===== src/rtl/udivider_pkg.sv =====
`default_nettype none
// ============================================================================
// Module      : udivider_pkg
// Description : Shared state encoding and default sizing for the unsigned
//               divider and its execute-stage neighbours.
// Revision    : 1.0 - initial release
// ============================================================================
package udivider_pkg;

    localparam int DIV_WIDTH = 32;
    localparam int DIV_CNT_W = 6;

    typedef enum logic [1:0] {
        S_IDLE = 2'd0,
        S_RUN  = 2'd1,
        S_FIN  = 2'd2
    } div_state_t;

endpackage
`default_nettype wire


===== src/rtl/udivider_step.sv =====
`default_nettype none
// ============================================================================
// Module      : udivider_step
// Description : One combinational restoring shift-subtract step.
// Revision    : 1.0 - initial release
// ============================================================================
module udivider_step #(
    parameter int WIDTH = 32
) (
    input  logic [WIDTH-1:0] i_rem,
    input  logic             i_bit,
    input  logic [WIDTH-1:0] i_div,
    output logic [WIDTH-1:0] o_rem,
    output logic             o_qbit
);

    logic [WIDTH:0] w_diff;
    logic           w_borrow;

    // One extra bit above the WIDTH+1 difference captures the borrow cleanly.
    assign {w_borrow, w_diff} = {1'b0, i_rem, i_bit} - {2'b00, i_div};

    assign o_qbit = ~w_borrow;
    assign o_rem  = w_borrow ? {i_rem[WIDTH-2:0], i_bit} : w_diff[WIDTH-1:0];

endmodule
`default_nettype wire


===== src/rtl/udivider.sv =====
`default_nettype none
// ============================================================================
// Module      : udivider
// Description : Sequential unsigned divider, one quotient bit per clock.
// Revision    : 1.0 - initial release
// ============================================================================
module udivider
    import udivider_pkg::*;
#(
    parameter int WIDTH = DIV_WIDTH,
    parameter int CNT_W = DIV_CNT_W
) (
    input  logic             clk,
    input  logic             rst_n,
    input  logic             start,
    input  logic [WIDTH-1:0] in1,
    input  logic [WIDTH-1:0] in2,
    output logic             busy,
    output logic             done,
    output logic             div_zero,
    output logic [WIDTH-1:0] quotient,
    output logic [WIDTH-1:0] remainder
);

    localparam logic [CNT_W-1:0] C_LAST = CNT_W'(WIDTH - 1);

    div_state_t       r_state;
    logic [CNT_W-1:0] r_cnt;
    logic [WIDTH-1:0] r_rem;
    logic [WIDTH-1:0] r_q;
    logic [WIDTH-1:0] r_div;
    logic             r_busy;
    logic             r_done;
    logic             r_div_zero;
    logic [WIDTH-1:0] r_quotient;
    logic [WIDTH-1:0] r_remainder;

    logic [WIDTH-1:0] w_rem_next;
    logic             w_qbit;

    udivider_step #(
        .WIDTH (WIDTH)
    ) u_step (
        .i_rem  (r_rem),
        .i_bit  (r_q[WIDTH-1]),
        .i_div  (r_div),
        .o_rem  (w_rem_next),
        .o_qbit (w_qbit)
    );

    always_ff @(posedge clk) begin
        if (!rst_n) begin
            r_state     <= S_IDLE;
            r_cnt       <= '0;
            r_rem       <= '0;
            r_q         <= '0;
            r_div       <= '0;
            r_busy      <= 1'b0;
            r_done      <= 1'b0;
            r_div_zero  <= 1'b0;
            r_quotient  <= '0;
            r_remainder <= '0;
        end else begin
            case (r_state)
                S_RUN: begin
                    // Requests arriving while busy are deliberately dropped.
                    r_rem <= w_rem_next;
                    r_q   <= {r_q[WIDTH-2:0], w_qbit};
                    r_cnt <= r_cnt + 1'b1;
                    if (r_cnt == C_LAST) begin
                        r_state     <= S_FIN;
                        r_busy      <= 1'b0;
                        r_done      <= 1'b1;
                        r_div_zero  <= 1'b0;
                        r_quotient  <= {r_q[WIDTH-2:0], w_qbit};
                        r_remainder <= w_rem_next;
                    end
                end
                S_IDLE, S_FIN: begin
                    r_done  <= 1'b0;
                    r_state <= S_IDLE;
                    if (start) begin
                        if (in2 == '0) begin
                            r_state     <= S_FIN;
                            r_done      <= 1'b1;
                            r_div_zero  <= 1'b1;
                            r_quotient  <= '1;
                            r_remainder <= in1;
                        end else begin
                            r_state <= S_RUN;
                            r_busy  <= 1'b1;
                            r_rem   <= '0;
                            r_q     <= in1;
                            r_div   <= in2;
                            r_cnt   <= '0;
                        end
                    end
                end
                default: begin
                    r_state <= S_IDLE;
                    r_busy  <= 1'b0;
                    r_done  <= 1'b0;
                end
            endcase
        end
    end

    assign busy      = r_busy;
    assign done      = r_done;
    assign div_zero  = r_div_zero;
    assign quotient  = r_quotient;
    assign remainder = r_remainder;

endmodule
`default_nettype wire


===== config.mk =====
export PLATFORM = sky130hd
export DESIGN_NAME = udivider
export DESIGN_NICKNAME = d
export VERILOG_FILES = /design/src/rtl/udivider_pkg.sv /design/src/rtl/udivider_step.sv /design/src/rtl/udivider.sv
export SDC_FILE = /design/constraint.sdc
export NUM_CORES = 1
export LEC_CHECK = 0
export ABC_CLOCK_PERIOD_IN_PS = 3330
export BUFFER_PORTS_ARGS = -buffer_cell sky130_fd_sc_hd__buf_2
export CAP_MARGIN = 20
export CORE_ASPECT_RATIO = 0.7
export CORE_MARGIN = 2
export CORE_UTILIZATION = 30
export DETAILED_ROUTE_END_ITERATION = 8
export PLACE_DENSITY = 0.54
export SLEW_MARGIN = 30
export SYNTH_ARGS = -nofsm -noshare
export SYNTH_HDL_FRONTEND = slang
export SYNTH_SLANG_ARGS = --single-unit

===== constraint.sdc =====
create_clock -name clk -period 3.33 [get_ports clk]
set_input_delay 0.333 -clock clk [delete_from_list [all_inputs] [get_ports clk]]
set_output_delay 0.333 -clock clk [all_outputs]
set_load 0.01 [all_outputs]

==> impl_metrics.xml <==
<?xml version="1.0" encoding="UTF-8"?>
<metrics>
  <group name="run_status">
    <metric name="run_status" unit="">finished, final reports clean</metric>
  </group>
  <group name="route">
    <metric name="drtAntennaViolNets" unit="">0</metric>
    <metric name="viasPerCell" unit="">5.360</metric>
    <metric name="vias_post_dr" unit="">8929</metric>
    <metric name="drc" unit="">0</metric>
    <metric name="routed_wl" unit="um">32920</metric>
    <metric name="routed_wire_length_per_instance" unit="um">19.76</metric>
    <metric name="drt_first_pass_iters" unit="">5</metric>
    <metric name="dr.first_iter.drc_count" unit="">732</metric>
  </group>
  <group name="die">
    <metric name="initial_core_util" unit="%">30.26</metric>
    <metric name="die_area" unit="um^2">31460</metric>
    <metric name="floorplan.die.width" unit="um">211.1</metric>
    <metric name="top_level_ports" unit="">134</metric>
    <metric name="chipHeight" unit="um">149.0</metric>
    <metric name="fp-row-count" unit="">53</metric>
    <metric name="core-area" unit="um^2">29770</metric>
  </group>
  <group name="layout">
    <metric name="layout.filler_cells" unit="">3171</metric>
    <metric name="insertedDiodeCount" unit="">0</metric>
    <metric name="post_route_cells_drive_above_1_share" unit="%">19.44</metric>
    <metric name="finish.net_count" unit="">1369</metric>
    <metric name="syn_to_final_growth" unit="%">20.98</metric>
    <metric name="share_of_the_core_filled_with_cells" unit="%">36.61</metric>
  </group>
  <group name="synth">
    <metric name="postSynthAreaPerCell" unit="um^2">7.856</metric>
    <metric name="async_reset_ff_share" unit="%">0</metric>
    <metric name="synthesis.area" unit="um^2">9011</metric>
    <metric name="synthFlopType" unit="">dfxtp_1</metric>
    <metric name="post-synth-top-area-cell" unit="">dfxtp_1</metric>
    <metric name="share_of_synthesized_area_occupied_by_flip_flops_and_latches" unit="%">37.77</metric>
    <metric name="ys_ff_latch" unit="">170</metric>
    <metric name="synth.top_cells.by_area" unit="">dfxtp_1, nand2_1, a21oi_1, ha_1, o21ai_0</metric>
    <metric name="synthCells" unit="">1147</metric>
    <metric name="number_of_synthesized_flops_with_an_enable_pin" unit="">0</metric>
    <metric name="mappedNetlistNets" unit="">1248</metric>
    <metric name="synth.yosys.warnings" unit="">0</metric>
    <metric name="yosys_cell_types" unit="">60</metric>
    <metric name="synth_top_area_share" unit="%">37.77</metric>
  </group>
  <group name="clock_tree">
    <metric name="hold_buffers" unit="">0</metric>
    <metric name="clock_latency_late_sink" unit="ns">0.45</metric>
    <metric name="cts_root_buffer" unit="">clkbuf_16</metric>
    <metric name="clock_tree.buffer_depth" unit="">2</metric>
    <metric name="cts_made_buffers" unit="">17</metric>
    <metric name="numClockSinks" unit="">170</metric>
    <metric name="ctsHtreeMaxLevel" unit="">4</metric>
    <metric name="worst_setup_hold_path_clk_slew" unit="ns">0.07</metric>
    <metric name="cts_tree" unit="">yes</metric>
  </group>
  <group name="timing">
    <metric name="fin_crit" unit="ns">3.170</metric>
    <metric name="max_transition_margin" unit="%">41.27</metric>
    <metric name="fin_max_slew_vios" unit="">0</metric>
    <metric name="achievable-frequency" unit="GHz">0.3155</metric>
    <metric name="hold_vio_cnt_final" unit="">0</metric>
    <metric name="setup-violations-final" unit="">0</metric>
    <metric name="setup-tns-final" unit="ns">0</metric>
    <metric name="tightest_slew" unit="ns">0.8809</metric>
    <metric name="layout_worst_path_cycle_share" unit="%">95.19</metric>
    <metric name="post_route_clock_skew" unit="ns">0.009759</metric>
    <metric name="unrepaired_setup_endpoints_after_global_routing" unit="">false</metric>
    <metric name="final.setup.worst_slack" unit="ns">0.1602</metric>
  </group>
  <group name="setup_path">
    <metric name="critical-path-top-cell-by-count" unit="">buf_4</metric>
    <metric name="path_cells" unit="">inv_1, ha_1, a21o_1, a31o_2, o211ai_2, o2111ai_1, and3_4, o2111ai_4, nand2_2, buf_4, buf_4, a311oi_1, nor3_1</metric>
    <metric name="worst_ep_arrival_time" unit="ns">3.46</metric>
    <metric name="cp_data_required_time" unit="ns">3.62</metric>
    <metric name="worst_r2r_startpoint" unit="">r_div[4]$_SDFFE_PN0P_</metric>
    <metric name="slowest_stage" unit="">ha_1</metric>
    <metric name="crit_type" unit="">flip-flop to flip-flop</metric>
    <metric name="critical_path.endpoint_type" unit="">flip-flop</metric>
    <metric name="crit_path_start" unit="">r_div[4]$_SDFFE_PN0P_</metric>
    <metric name="worst_path_largest_cell_delay" unit="ns">0.35</metric>
    <metric name="path_max_fanout" unit="">11</metric>
    <metric name="crit_path_start_kind" unit="">flip-flop</metric>
  </group>
  <group name="grt">
    <metric name="grt_remaining_overflow" unit="">0</metric>
    <metric name="grt_start_max_net_pins" unit="">78</metric>
    <metric name="grt_antenna_before_repair" unit="">1</metric>
    <metric name="gr-usage-all-layers" unit="%">21.00</metric>
    <metric name="vias_in_the_first_global_route" unit="">8303</metric>
    <metric name="grt_pass1_wl" unit="um">49930</metric>
  </group>
  <group name="power_and_ir_drop">
    <metric name="power.ir.vdd_worst" unit="uV">305.9</metric>
    <metric name="pwr_density_cell" unit="nW/um^2">688.5</metric>
    <metric name="power_leakage" unit="nW">4.441</metric>
  </group>
  <group name="job">
    <metric name="drv.max_cap_violation_count" unit="">0</metric>
  </group>
  <group name="placement">
    <metric name="dpl_worst_slack" unit="ns">0.1672</metric>
    <metric name="io_buffers" unit="">133</metric>
    <metric name="detailed_place_hpwl" unit="um">24530</metric>
    <metric name="gp_congestion" unit="">0.9020</metric>
  </group>
  <group name="min_path">
    <metric name="worst_hold_path_type" unit="">input pin to flip-flop</metric>
    <metric name="min_from" unit="">in2[11]</metric>
  </group>
</metrics>
-- power by group --
group	internal [mW]	switching (mW)	leakage, nW
combinational	1.19	1.84	2.77
clock	1.15	0.908	0.272
sequential	2.23	0.173	1.40
-- flip-flops by register name, indices dropped and copies added (netlist names) --
register   cells
busy           1
div_zero       1
quotient      32
r_cnt          6
r_div         32
r_q           32
r_rem         32
r_state        2
remainder     32
-- final timing paths --
check / end / slack (ns) / cells after the start
worst min-delay path: r_div[11]$_SDFFE_PN0P_ / 0.14 / 3
worst max register to register: r_rem[28]$_SDFFE_PN0P_ / 0.16 / 13
worst max-delay path: r_rem[28]$_SDFFE_PN0P_ / 0.16 / 13
worst min register to register: quotient[19]$_SDFFE_PN0P_ / 0.45 / 2
-- synth_stat cells, types with 16 or more instances --
cell	number
nand2_1	172
dfxtp_1	170
a21oi_1	126
nor2_1	83
o21ai_0	68
clkbuf_1	67
inv_1	59
a311oi_1	33
ha_1	33
o211ai_1	33
nand3_1	29
a211oi_1	28
mux2i_1	26
a21o_1	24
xnor2_1	16
-- cell type report --
| cell class | count | area, um^2 | area share [%] |
|---|---|---|---|
| Timing Repair Buffer | 186 | 1130 | 10.36 |
| Sequential cell | 170 | 3407 | 31.25 |
| Clock inverter | 12 | 137.6 | 1.262 |
| Tap cell | 385 | 481.7 | 4.419 |
| Inverter | 59 | 224.0 | 2.054 |
| Clock buffer | 20 | 456.7 | 4.189 |
| Multi-Input combinational cell | 834 | 5065 | 46.46 |
-- layout by cell type, fill, tap and decap left out, drive strengths merged, types with 5 or more instances in the layout --
master | synthesis | layout
a211oi | 28 | 28
o31ai | 7 | 7
nand2 | 173 | 173
a311oi | 33 | 33
a21o | 24 | 24
and3 | 14 | 14
xor2 | 11 | 11
o211ai | 34 | 34
xnor2 | 16 | 16
nand3 | 29 | 29
nand2b | 5 | 5
inv | 59 | 63
a31o | 12 | 12
a31oi | 13 | 13
buf | 17 | 186
nor2 | 84 | 84
o21a | 8 | 8
or3 | 8 | 8
nor3 | 8 | 8
a21boi | 5 | 5
dfxtp | 170 | 170
mux2i | 26 | 26
nand4 | 10 | 10
nor4 | 8 | 8
o21ai | 77 | 77
ha | 33 | 33
clkinvlp | 0 | 6
o21bai | 6 | 6
clkbuf | 67 | 20
a21oi | 127 | 127
-- routing by layer --
| metal | vias up | share of wire (%) | wire length [um] | GRT usage (%) |
|---|---|---|---|---|
| met5 | - | 0.024 | 8 | 0 |
| met4 | 2 | 1.5 | 480 | 5.493 |
| met3 | 34 | 7.7 | 2537 | 6.274 |
| met2 | 254 | 42 | 13810 | 30.18 |
| met1 | 4290 | 49 | 16090 | 30.28 |
| li1 | 4349 | - | - | - |
-- stage by stage --
step	hold slack (ns)	instance area [um^2]	cells	power, mW
finish	0.1375	10900	1666	7.506
global route	0.1404	10900	1666	7.941
CTS	0.1210	10870	1664	7.453
global placement	0.4412	10270	1632	5.375
detailed placement	0.4452	10270	1632	5.377
floorplan	0.4363	9011	1147	4.414
-- worst max-delay path, delay by kind of cell (launching register included) --
kind            cells  cell delay, ns
flops               1            0.33
simple gates        3            0.55
fa+ha+maj           1            0.35
compound gates      6            1.38
buf+inv             3            0.42
-- timing repair --
item	CTS	global route
resized for setup	0	5
endpoints found under the setup margin	0	13
setup buffers	0	2
-- cells by family after synthesis --
kind of cell	count (synthesis)	share of synthesized area, %
AOI/OAI and AO/OA	395	28.30
xor gates and xnor gates	27	2.624
adders and majority gates	34	4.804
buffers and inverters	143	6.456
DFF	170	37.77
muxes	26	2.888
and+or+nand+nor	352	17.16
(Power assumes the default switching activity.)
